===== src/rtl/game_sequencer.sv =====
// game_sequencer: top-level game flow controller. Walks the player through the
// menu, NUM_LEVELS levels separated by timed pauses, an optional player hold,
// and a win/lose end screen. All outputs are decoded from registered state.
//
// state | meaning
// ------+---------------------------------------------------------------
// MENU  | title screen, waiting for start
// PLAY  | level level_idx running, its engine enabled
// PAUSE | inter-level gap; engines held in reset, counting PAUSE_CYCLES
// HOLD  | player pause; engine stays enabled but frozen
// END   | end screen, win shows whether every level was completed
module game_sequencer #(
  parameter int NUM_LEVELS   = 4,
  parameter int MAX_MISSES   = 3,
  parameter int MISS_W       = 3,
  parameter int PAUSE_CYCLES = 50000000,
  parameter int SCREEN_W     = 3,
  localparam int LVL_W       = (NUM_LEVELS > 1) ? $clog2(NUM_LEVELS) : 1
) (
  input  logic                  Clk,
  input  logic                  reset,
  input  logic                  start,
  input  logic                  hold,
  input  logic                  level_done,
  input  logic [MISS_W-1:0]     miss_count,
  output logic [SCREEN_W-1:0]   screen,
  output logic [NUM_LEVELS-1:0] level_start,
  output logic [LVL_W-1:0]      level_idx,
  output logic                  freeze,
  output logic                  win
);

  localparam logic [2:0] S_MENU  = 3'd0;
  localparam logic [2:0] S_PLAY  = 3'd1;
  localparam logic [2:0] S_PAUSE = 3'd2;
  localparam logic [2:0] S_HOLD  = 3'd3;
  localparam logic [2:0] S_END   = 3'd4;

  localparam int          CNT_W    = (PAUSE_CYCLES > 1) ? $clog2(PAUSE_CYCLES + 1) : 1;
  localparam int unsigned MAX_U    = MAX_MISSES;
  localparam logic [CNT_W-1:0] CNT_LAST = CNT_W'(PAUSE_CYCLES - 1);
  localparam logic [LVL_W-1:0] IDX_LAST = LVL_W'(NUM_LEVELS - 1);

  logic [2:0]       state_q, state_d;
  logic [LVL_W-1:0] idx_q, idx_d;
  logic             win_q, win_d;
  logic [CNT_W-1:0] cnt_q, cnt_d;
  logic             miss_fail;

  // Unsigned compare; widened so MAX_MISSES may exceed the miss_count range.
  assign miss_fail = 32'(miss_count) >= MAX_U;

  // Next-state logic; within PLAY, done outranks a miss failure and hold.
  always_comb begin
    state_d = state_q;
    idx_d   = idx_q;
    win_d   = win_q;
    cnt_d   = cnt_q;
    case (state_q)
      S_MENU: begin
        if (start) begin
          state_d = S_PLAY;
          idx_d   = '0;
        end
      end
      S_PLAY: begin
        if (level_done) begin
          if (idx_q == IDX_LAST) begin
            state_d = S_END;
            win_d   = 1'b1;
          end else begin
            state_d = S_PAUSE;
            idx_d   = idx_q + LVL_W'(1);
            cnt_d   = '0;
          end
        end else if (miss_fail) begin
          state_d = S_END;
          win_d   = 1'b0;
        end else if (hold) begin
          state_d = S_HOLD;
        end
      end
      S_PAUSE: begin
        if (cnt_q == CNT_LAST) begin
          state_d = S_PLAY;
        end else begin
          cnt_d = cnt_q + CNT_W'(1);
        end
      end
      S_HOLD: begin
        if (!hold) begin
          state_d = S_PLAY;
        end
      end
      S_END: begin
        if (start) begin
          state_d = S_MENU;
          idx_d   = '0;
          win_d   = 1'b0;
        end
      end
      default: begin
        state_d = S_MENU;
        idx_d   = '0;
        win_d   = 1'b0;
        cnt_d   = '0;
      end
    endcase
  end

  // State registers with synchronous reset.
  always_ff @(posedge Clk) begin
    if (reset) begin
      state_q <= S_MENU;
      idx_q   <= '0;
      win_q   <= 1'b0;
      cnt_q   <= '0;
    end else begin
      state_q <= state_d;
      idx_q   <= idx_d;
      win_q   <= win_d;
      cnt_q   <= cnt_d;
    end
  end

  // Moore output decode from registered state only.
  always_comb begin
    screen      = '0;
    level_start = '0;
    freeze      = 1'b0;
    win         = 1'b0;
    case (state_q)
      S_PLAY: begin
        screen      = SCREEN_W'(idx_q) + SCREEN_W'(1);
        level_start = NUM_LEVELS'(1) << idx_q;
      end
      S_HOLD: begin
        screen      = SCREEN_W'(idx_q) + SCREEN_W'(1);
        level_start = NUM_LEVELS'(1) << idx_q;
        freeze      = 1'b1;
      end
      S_PAUSE: begin
        screen = SCREEN_W'(idx_q) + SCREEN_W'(1);
      end
      S_END: begin
        screen = '1;
        win    = win_q;
      end
      default: begin
        screen = '0;
      end
    endcase
  end

  assign level_idx = idx_q;

endmodule

===== config.mk =====
export PLATFORM = sky130hd
export DESIGN_NAME = game_sequencer
export DESIGN_NICKNAME = d
export VERILOG_FILES = /design/src/rtl/game_sequencer.sv
export SDC_FILE = /design/constraint.sdc
export NUM_CORES = 1
export LEC_CHECK = 0
export ABC_AREA = 1
export ABC_CLOCK_PERIOD_IN_PS = 4600
export CAP_MARGIN = 5
export CORE_ASPECT_RATIO = 0.8
export CORE_MARGIN = 2
export CORE_UTILIZATION = 55
export DETAILED_ROUTE_END_ITERATION = 10
export HOLD_SLACK_MARGIN = 0.08
export PLACE_DENSITY = 0.75
export SETUP_SLACK_MARGIN = 0.2
export SLEW_MARGIN = 20
export SYNTH_ARGS = -nofsm -noshare
export SYNTH_HDL_FRONTEND = slang
export SYNTH_SLANG_ARGS = --single-unit

===== constraint.sdc =====
create_clock -name Clk -period 4.6 [get_ports Clk]
set_clock_uncertainty 0.2 [all_clocks]
set_input_delay 0.92 -clock Clk [delete_from_list [all_inputs] [get_ports Clk]]
set_output_delay 0.92 -clock Clk [all_outputs]
set_load 0.05 [all_outputs]

==> impl_metrics.env, run 1 <==
export IMPL_status="complete, no violations"
export IMPL_min_from="cnt_q[4]"
export IMPL_fin_crit_sh=0.691
export IMPL_grt_overflow=0
export IMPL_setup_violations=0
export IMPL_cp_startpoint="level_idx[0]"
export IMPL_regToRegEndpoint="cnt_q[13]"
export IMPL_layout_min_cycle_time_ns=3.18
export IMPL_fmax_mhz=315
export IMPL_area_growth_pct=14.5
export IMPL_grt_max_degree=24
export IMPL_syn_area_um2=2270
export IMPL_holdPathEnd="cnt_q[4]"
export IMPL_worstPathMaxFanout=5
export IMPL_yosysUniqueCellTypes=30
export IMPL_ctsResizeCount=0
export IMPL_start_util=0.585
export IMPL_boundaryPins=19
export IMPL_avgSynthCellArea_um2=5.97
export IMPL_syn_nets=393
export IMPL_grt_pass1_vias=2028
export IMPL_fp_dieW_um=75.8
export IMPL_p_sw_frac=0.414
export IMPL_yosysSeqAreaShare=0.282
export IMPL_clockPowerShare=0.289
export IMPL_finalPower_mw=1.03
export IMPL_core_um2=3880
export IMPL_tns_ns=0
export IMPL_clk_pin_slew_worst_paths_ns=0.07
export IMPL_cts_hold_buffers=0
export IMPL_relSlewSlack=0.661
export IMPL_ant_nets=0
export IMPL_layout_drive_gt1_share=0.108
export IMPL_clkLatencyLatePin_ns=0.28
export IMPL_whs_path_depth=2
export IMPL_power_switching_uw=427
export IMPL_diodes=0
export IMPL_cp_required_ns=3.48
export IMPL_drt_first_pass_iters=5
export IMPL_cts_buffer_depth=2
export IMPL_htree_levels=2
export IMPL_leakagePower_nw=1.01
export IMPL_power_share_sequential=0.304
export IMPL_grt_total_usage=0.267
export IMPL_gp_congestion=0.907
export IMPL_reg2reg_slack_ns=2.28
export IMPL_cts_buffers=5
export IMPL_tightest_slew_ns=0.506
export IMPL_p_int_uw=603
export IMPL_cts_root_buffer="clkbuf_8"
export IMPL_grt_pass1_wl_um=9270
export IMPL_maxSlewViolCount=0
export IMPL_antenna_found_initial=0
export IMPL_worst_setup_path_start_kind="register"
export IMPL_path_class="reg2out"
export IMPL_remaining_drc_errors=0
export IMPL_portBuffers=18
export IMPL_endpoint_kind="output pin"
export IMPL_clock_sinks=32
export IMPL_die_area_um2=4660
export IMPL_combPwrFrac=0.407
export IMPL_holdCritPathClass="reg2reg"
export IMPL_yosys_warnings=0
export IMPL_ys_ff_latch=32
export IMPL_via_count=2396
export IMPL_final_nets=411
export IMPL_fillers=383
export IMPL_critPathArrivalTime_ns=2.06
export IMPL_hold_violations=0
export IMPL_rows=20
export IMPL_rr_worst_depth=10
export IMPL_synthCells=380
export IMPL_irDropWorstVdd_mv=0.201
export IMPL_drt_iter0_markers=168
export IMPL_drt_wl_total_um=5710
export IMPL_worstReg2RegStart="cnt_q[0]"
export IMPL_max_cap_violations=0
export IMPL_dp_hpwl_um=4180
export IMPL_postCtsSetupBuffers=0
export IMPL_grt_setup_unrepaired="false"
export IMPL_fp_dieH_um=61.5
export IMPL_cts_tree="built"
export IMPL_power_density_nw_per_um2=396
export IMPL_viasPerCell=5.28
export IMPL_wl_per_cell_um=12.6
[Yosys cell counts, drive strengths merged]
cell / instances / area (µm²)
o21ai: 8 / 40.0
nand2: 120 / 463
xor2: 3 / 26.3
nand4: 9 / 56.3
buf: 5 / 42.5
nand3: 31 / 168
o211ai: 1 / 7.51
dfxtp: 32 / 641
inv: 50 / 188
nor3: 4 / 20.0
nand3b: 1 / 7.51
o21bai: 1 / 7.51
clkbuf: 3 / 11.3
a211oi: 2 / 15.0
ha: 5 / 62.6
a21oi: 30 / 188
nor2: 69 / 289
a31oi: 1 / 6.26
or2: 5 / 31.3
[cells by family after synthesis]
kind of cell             share of synthesized area
AO/OA/AOI/OAI                                0.116
flip-flops                                   0.282
buffers and inverters                        0.106
XOR/XNOR                                    0.0116
adder cells (fa/ha/maj)                     0.0276
AND/OR/NAND/NOR                              0.456
[how the worst max path moves through the flow]
| stage | end | slack [ns] | depth (start not counted) |
|---|---|---|---|
| 2_1_floorplan | screen[2] | 1.43 | 3 |
| 3_3_place_gp | screen[1] | 1.76 | 5 |
| 3_5_place_dp | screen[1] | 1.74 | 5 |
| 4_1_cts | screen[1] | 1.43 | 5 |
| 5_1_grt | screen[1] | 1.31 | 5 |
| 6_report | screen[1] | 1.42 | 5 |
[through the flow]
step / area (µm²) / instances / utilization / hold slack [ns] / setup slack, ns
final: 2600 / 454 / 0.670 / 0.298 / 1.42
after CTS: 2600 / 454 / 0.670 / 0.300 / 1.43
after floorplan: 2270 / 380 / - / 0.256 / 1.43
after global placement: 2470 / 446 / 0.637 / 0.281 / 1.76
after detailed placement: 2470 / 446 / 0.637 / 0.280 / 1.74
after global routing: 2600 / 454 / 0.670 / 0.332 / 1.31
[area by class of cell]
class	count	area, µm²	share of cell area
Timing Repair Buffer	19	188	0.0722
Sequential cell	32	641	0.247
Tap cell	55	68.8	0.0265
Clock buffer	7	96.3	0.0371
Multi-Input combinational cell	290	1390	0.534
Inverter	50	188	0.0722
Clock inverter	1	30.0	0.0116
[critical path: stages, from the launching register on]
cell and delay [ns]:
dfxtp_1 0.41, inv_1 0.11, ha_1 0.32, nand3_1 0.08
nand2_1 0.07, clkdlybuf4s50_1 0.79
[layout by cell type, fill, tap and decap left out, drive strengths merged, types with 7 or more instances in the layout]
master         instances
clkdlybuf4s50         18
nand4                  9
nand3                 31
clkbuf                 7
inv                   50
a21oi                 30
nand2                120
dfxtp                 32
o21ai                  8
nor2                  69
[registers in the layout (all words and copies together), names as in the netlist]
signal,flops
cnt_q,26
state_q,3
win_q,1
level_idx,2
[power by group through the flow]
stage / sequential, mW / combinational, mW / clock (mW)
3_5_place_dp: 0.319 / 0.415 / 0
5_1_grt: 0.315 / 0.458 / 0.314
4_1_cts: 0.312 / 0.415 / 0.302
2_1_floorplan: 0.337 / 0.298 / 0
3_3_place_gp: 0.318 / 0.414 / 0
6_report: 0.313 / 0.419 / 0.298
[routing by layer]
layer,vias up,global-route usage,share of wire
met5,-,0,0
met4,0,0.0627,0.0063
met3,4,0.0507,0.090
met2,108,0.411,0.41
met1,1045,0.388,0.50
li1,1239,-,-
No activity file was read; power rests on OpenSTA's default activity.
==> run 2, diff against run 1 <==
--- a/config.mk
+++ b/config.mk
@@ -6,11 +6,11 @@
 export NUM_CORES = 1
 export LEC_CHECK = 0
 export ABC_AREA = 1
-export ABC_CLOCK_PERIOD_IN_PS = 4600
+export ABC_CLOCK_PERIOD_IN_PS = 2750
 export CAP_MARGIN = 5
 export CORE_ASPECT_RATIO = 0.8
 export CORE_MARGIN = 2
-export CORE_UTILIZATION = 55
+export CORE_UTILIZATION = 52
 export DETAILED_ROUTE_END_ITERATION = 10
 export HOLD_SLACK_MARGIN = 0.08
 export PLACE_DENSITY = 0.75
==> constraint.sdc (replaced) <==
create_clock -name Clk -period 2.75 [get_ports Clk]
set_clock_uncertainty 0.2 [all_clocks]
set_input_delay 0.55 -clock Clk [delete_from_list [all_inputs] [get_ports Clk]]
set_output_delay 0.55 -clock Clk [all_outputs]
set_load 0.05 [all_outputs]
==> run 2 against run 1 <==
Compared with the run above:
- global-route usage down 3.5 points
- clock-buffer cell count down 1
- sequential power up 67%
- largest cell class unchanged
- highest routed layer unchanged
==> impl_metrics.env, run 2 (synthesis gave the netlist of run 1 again) <==
export IMPL_via_count=2336
export IMPL_tightest_slew_ns=0.502
export IMPL_wl_per_cell_um=12.1
export IMPL_grt_pass1_vias=1984
export IMPL_hold_ws_ns=0.299
export IMPL_grt_overflow=0
export IMPL_cts_buffer_depth=2
export IMPL_power_density_nw_per_um2=645
export IMPL_core_um2=4180
export IMPL_portBuffers=18
export IMPL_drt_wl_total_um=5550
export IMPL_grt_max_degree=24
export IMPL_clkLatencyLatePin_ns=0.28
export IMPL_hold_violations=0
export IMPL_grt_pass1_wl_um=9110
export IMPL_fin_crit_sh=0.902
export IMPL_worstReg2RegStart="cnt_q[0]"
export IMPL_holdCritPathClass="reg2reg"
export IMPL_gp_congestion=0.913
export IMPL_path_class="reg2out"
export IMPL_ant_nets=0
export IMPL_clock_sinks=32
export IMPL_grt_total_usage=0.233
export IMPL_fp_dieH_um=63.1
export IMPL_maxSlewViolCount=0
export IMPL_largest_register_ffs=26
export IMPL_die_area_um2=4910
export IMPL_final_nets=412
export IMPL_setup_violations=0
export IMPL_clk_pin_slew_worst_paths_ns=0.07
export IMPL_cts_buffers=5
export IMPL_relSlewSlack=0.664
export IMPL_cp_startpoint="state_q[0]"
export IMPL_antenna_found_initial=0
export IMPL_grt_setup_unrepaired="true"
export IMPL_cp_required_ns=2.00
export IMPL_worstPathMaxFanout=5
export IMPL_crit_path_end="screen[0]"
export IMPL_layout_drive_gt1_share=0.110
export IMPL_fp_dieW_um=77.9
export IMPL_mostFrequentLayoutCells="nand2_1, nor2_1, inv_1"
export IMPL_irDropWorstVdd_mv=0.357
export IMPL_status="complete, no violations"
export IMPL_fin_ws_ns=0.270
export IMPL_endpoint_kind="output pin"
export IMPL_cts_root_buffer="clkbuf_8"
export IMPL_max_cap_violations=0
export IMPL_final_common_cell="nand2_1"
export IMPL_rr_worst_depth=10
export IMPL_critPathArrivalTime_ns=1.73
export IMPL_worst_setup_path_start_kind="register"
export IMPL_drt_iter0_markers=217
export IMPL_place_ws_ns=0.296
export IMPL_drt_first_pass_iters=6
export IMPL_diodes=0
export IMPL_reg2reg_slack_ns=0.54
export IMPL_boundaryPins=19
export IMPL_leakagePower_nw=1.05
export IMPL_htree_levels=2
export IMPL_viasPerCell=5.11
export IMPL_dp_hpwl_um=4080
export IMPL_tns_ns=0
export IMPL_cts_tree="built"
export IMPL_start_util=0.543
export IMPL_regMostFlops="cnt_q"
export IMPL_fmax_mhz=403
export IMPL_layout_min_cycle_time_ns=2.48
export IMPL_regToRegEndpoint="cnt_q[13]"
export IMPL_remaining_drc_errors=0
export IMPL_rows=21
export IMPL_area_growth_pct=13.8
export IMPL_fillers=419
==> run 2: changes by cell type in the layout (fill, tap and decap cells not counted), sizes merged <==
cell / change
clkdlybuf4s50: -9
dlygate4sd2: +5
buf: +2
clkdlybuf4s15: +2
clkbuf: -1
clkinv: +1
dlymetal6s2s: +1
==> run 2: where the power goes <==
group	switching, mW	total, mW	internal [mW]
Sequential	0.0305	0.524	0.494
Combinational	0.509	0.695	0.186
Clock	0.179	0.448	0.269
==> run 2: final cells by class <==
cell class / count / area, µm² / area share
Sequential cell: 32 / 641 / 0.248
Multi-Input combinational cell: 290 / 1390 / 0.537
Clock buffer: 6 / 72.6 / 0.0281
Inverter: 50 / 188 / 0.0726
Tap cell: 57 / 71.3 / 0.0276
Timing Repair Buffer: 20 / 189 / 0.0731
Clock inverter: 2 / 35.0 / 0.0136
==> run 2: how the worst min path moves through the flow <==
stage	startpoint	end	slack [ns]	cells past startpoint
3_5_place_dp	cnt_q[1]	cnt_q[1]	0.29	2
2_1_floorplan	cnt_q[1]	cnt_q[1]	0.26	2
5_1_grt	cnt_q[1]	cnt_q[1]	0.33	2
4_1_cts	cnt_q[1]	cnt_q[1]	0.29	2
6_report	cnt_q[12]	cnt_q[12]	0.30	2
3_3_place_gp	cnt_q[1]	cnt_q[1]	0.27	2
==> run 2: worst max-delay path, stage by stage (launching register included) <==
cell             delay (ns)
dfxtp_1                0.38
inv_2                  0.06
nand2_1                0.16
nand2_1                0.11
o21ai_0                0.20
clkdlybuf4s15_1        0.53
==> run 2: repair_timing <==
action	4_1_cts	5_1_grt
setup endpoints to repair	7	3
setup buffers	0	0
hold buffers	0	0
resized for setup	7	3
==> run 2: per-stage QoR <==
stage	std cells	cell area, µm²	power, mW	utilization
2_1_floorplan	380	2270	1.06	-
3_3_place_gp	449	2480	1.23	0.594
3_5_place_dp	449	2480	1.24	0.594
4_1_cts	457	2580	1.67	0.617
5_1_grt	457	2580	1.76	0.618
6_report	457	2580	1.67	0.618
==> run 2: per-layer routing <==
layer	global-route usage	vias to the layer above	routed length (µm)
li1	-	1232	-
met1	0.333	1034	2810
met2	0.352	63	2300
met3	0.0444	7	366
met4	0.0714	0	71
met5	0	-	0
==> run 3, diff against run 2 <==
--- a/config.mk
+++ b/config.mk
@@ -12,8 +12,7 @@
 export CORE_MARGIN = 2
 export CORE_UTILIZATION = 52
 export DETAILED_ROUTE_END_ITERATION = 10
-export HOLD_SLACK_MARGIN = 0.08
-export PLACE_DENSITY = 0.75
+export PLACE_DENSITY = 0.76
 export SETUP_SLACK_MARGIN = 0.2
 export SLEW_MARGIN = 20
 export SYNTH_ARGS = -nofsm -noshare
==> run 3 against run 2 <==
Compared with the run above:
- setup slack better by 0.039 ns
- clock power increased by 4%
- utilization is 0.42 points higher
- power rose by 2.2%
- die area unchanged
- via count increased by 1.5%
- critical path type unchanged
==> impl_metrics.env, run 3 (synthesis gave the netlist of run 1 again) <==
export IMPL_finalPower_mw=1.70
export IMPL_dp_hpwl_um=4310
export IMPL_whs_path_depth=2
export IMPL_clock_sinks=32
export IMPL_cts_buffer_depth=2
export IMPL_via_count=2372
export IMPL_cp_slowest_cell="dlygate4sd2_1"
export IMPL_clkLatencyLatePin_ns=0.29
export IMPL_fmax_mhz=410
export IMPL_antenna_found_initial=0
export IMPL_path_class="reg2out"
export IMPL_min_from="cnt_q[1]"
export IMPL_portBuffers=18
export IMPL_die_area_um2=4910
export IMPL_drt_wl_total_um=5800
export IMPL_tightest_slew_ns=0.502
export IMPL_drt_iter0_markers=177
export IMPL_crit_chain="nor2_2, nand2_1, nand2_1, inv_1, nor2_1, dlygate4sd2_1"
export IMPL_status="complete, no violations"
export IMPL_htree_levels=2
export IMPL_power_density_nw_per_um2=655
export IMPL_grt_total_usage=0.250
export IMPL_rows=21
export IMPL_final_nets=414
export IMPL_regToRegEndpoint="cnt_q[13]"
export IMPL_layout_drive_gt1_share=0.117
export IMPL_fp_dieW_um=77.9
export IMPL_wl_per_cell_um=12.6
export IMPL_grt_pass1_wl_um=9710
export IMPL_holdCritPathClass="reg2reg"
export IMPL_regMostFlops="cnt_q"
export IMPL_path_buf_inv=2
export IMPL_path_common_cell="nand2_1"
export IMPL_diodes=0
export IMPL_cts_tree="built"
export IMPL_maxSlewViolCount=0
export IMPL_worstPathMaxFanout=4
export IMPL_area_growth_pct=14.6
export IMPL_reg2reg_slack_ns=0.54
export IMPL_grt_overflow=0
export IMPL_max_cap_violations=0
export IMPL_final_common_cell="nand2_1"
export IMPL_clk_pin_slew_worst_paths_ns=0.07
export IMPL_cts_hold_buffers=0
export IMPL_hold_violations=0
export IMPL_setup_violations=0
export IMPL_critPathArrivalTime_ns=1.69
export IMPL_core_um2=4180
export IMPL_cts_buffers=5
export IMPL_irDropWorstVdd_mv=0.383
export IMPL_start_util=0.543
export IMPL_largest_register_ffs=26
export IMPL_ant_nets=0
export IMPL_rr_worst_depth=10
export IMPL_grt_pass1_vias=2089
export IMPL_mostFrequentLayoutCells="nand2_1, nor2_1, inv_1"
export IMPL_critPathTopFamily="buffers and inverters"
export IMPL_grt_setup_unrepaired="false"
export IMPL_cp_required_ns=2.00
export IMPL_leakagePower_nw=1.06
export IMPL_postCtsSetupBuffers=0
export IMPL_remaining_drc_errors=0
export IMPL_grt_max_degree=24
export IMPL_critPathMaxStageDelay_ns=0.53
export IMPL_fin_crit_sh=0.888
export IMPL_endpoint_kind="output pin"
export IMPL_drt_first_pass_iters=5
export IMPL_tns_ns=0
export IMPL_fp_dieH_um=63.1
export IMPL_worst_setup_path_start_kind="register"
export IMPL_relSlewSlack=0.665
export IMPL_boundaryPins=19
export IMPL_viasPerCell=5.17
export IMPL_layout_min_cycle_time_ns=2.44
export IMPL_cts_root_buffer="clkbuf_8"
export IMPL_holdPathEnd="cnt_q[1]"
export IMPL_worstReg2RegStart="cnt_q[0]"
export IMPL_gp_congestion=0.922
export IMPL_ctsResizeCount=7
[run 3: worst register-to-register path, cell delays in order (launching register included)]
cell	delay (ns)
dfxtp_1	0.39
ha_1	0.26
nand2_1	0.14
nor2_2	0.20
nand2_2	0.09
nor2_4	0.11
nand3_4	0.20
nand2_4	0.30
nor2_1	0.07
nor2_1	0.10
nor2_1	0.04
[run 3: worst max path at each step]
stage | from | to | slack (ns) | cells after the start
6_report | state_q[2] | level_start[2] | 0.31 | 6
2_1_floorplan | state_q[0] | screen[0] | 0.31 | 4
4_1_cts | state_q[2] | freeze | 0.22 | 4
5_1_grt | state_q[1] | level_start[2] | 0.20 | 7
3_3_place_gp | state_q[0] | screen[0] | 0.43 | 5
3_5_place_dp | state_q[1] | level_start[2] | 0.36 | 7
[run 3: layout make-up]
cell class / count / area, µm²
Fill cell: 421 / 1580
Multi-Input combinational cell: 290 / 1390
Sequential cell: 32 / 641
Timing Repair Buffer: 22 / 203
Inverter: 50 / 188
Tap cell: 57 / 71.3
Clock buffer: 5 / 68.8
Clock inverter: 3 / 42.5
[run 3: power by group]
group          total, mW  switching (mW)  internal (mW)
registers          0.521          0.0278          0.493
clock network      0.466           0.198          0.268
logic              0.717           0.520          0.197
total               1.70           0.746          0.958
[run 3: through the flow]
step	std cells	setup WS (ns)	util	instance area, µm²	hold slack (ns)
after floorplan	380	0.311	-	2270	0.256
after global placement	451	0.427	0.597	2490	0.268
after detailed placement	451	0.361	0.597	2490	0.278
after CTS	459	0.217	0.622	2600	0.289
after global routing	459	0.202	0.623	2600	0.314
final	459	0.309	0.623	2600	0.291
[run 3: metal layers]
metal  vias to the layer above  global-route usage  part of all wire
li1                       1238                   -                 -
met2                        79               0.377              0.43
met4                         0              0.0893             0.013
met1                      1045               0.359              0.50
met3                        10              0.0430             0.061
met5                         -                   0                 0
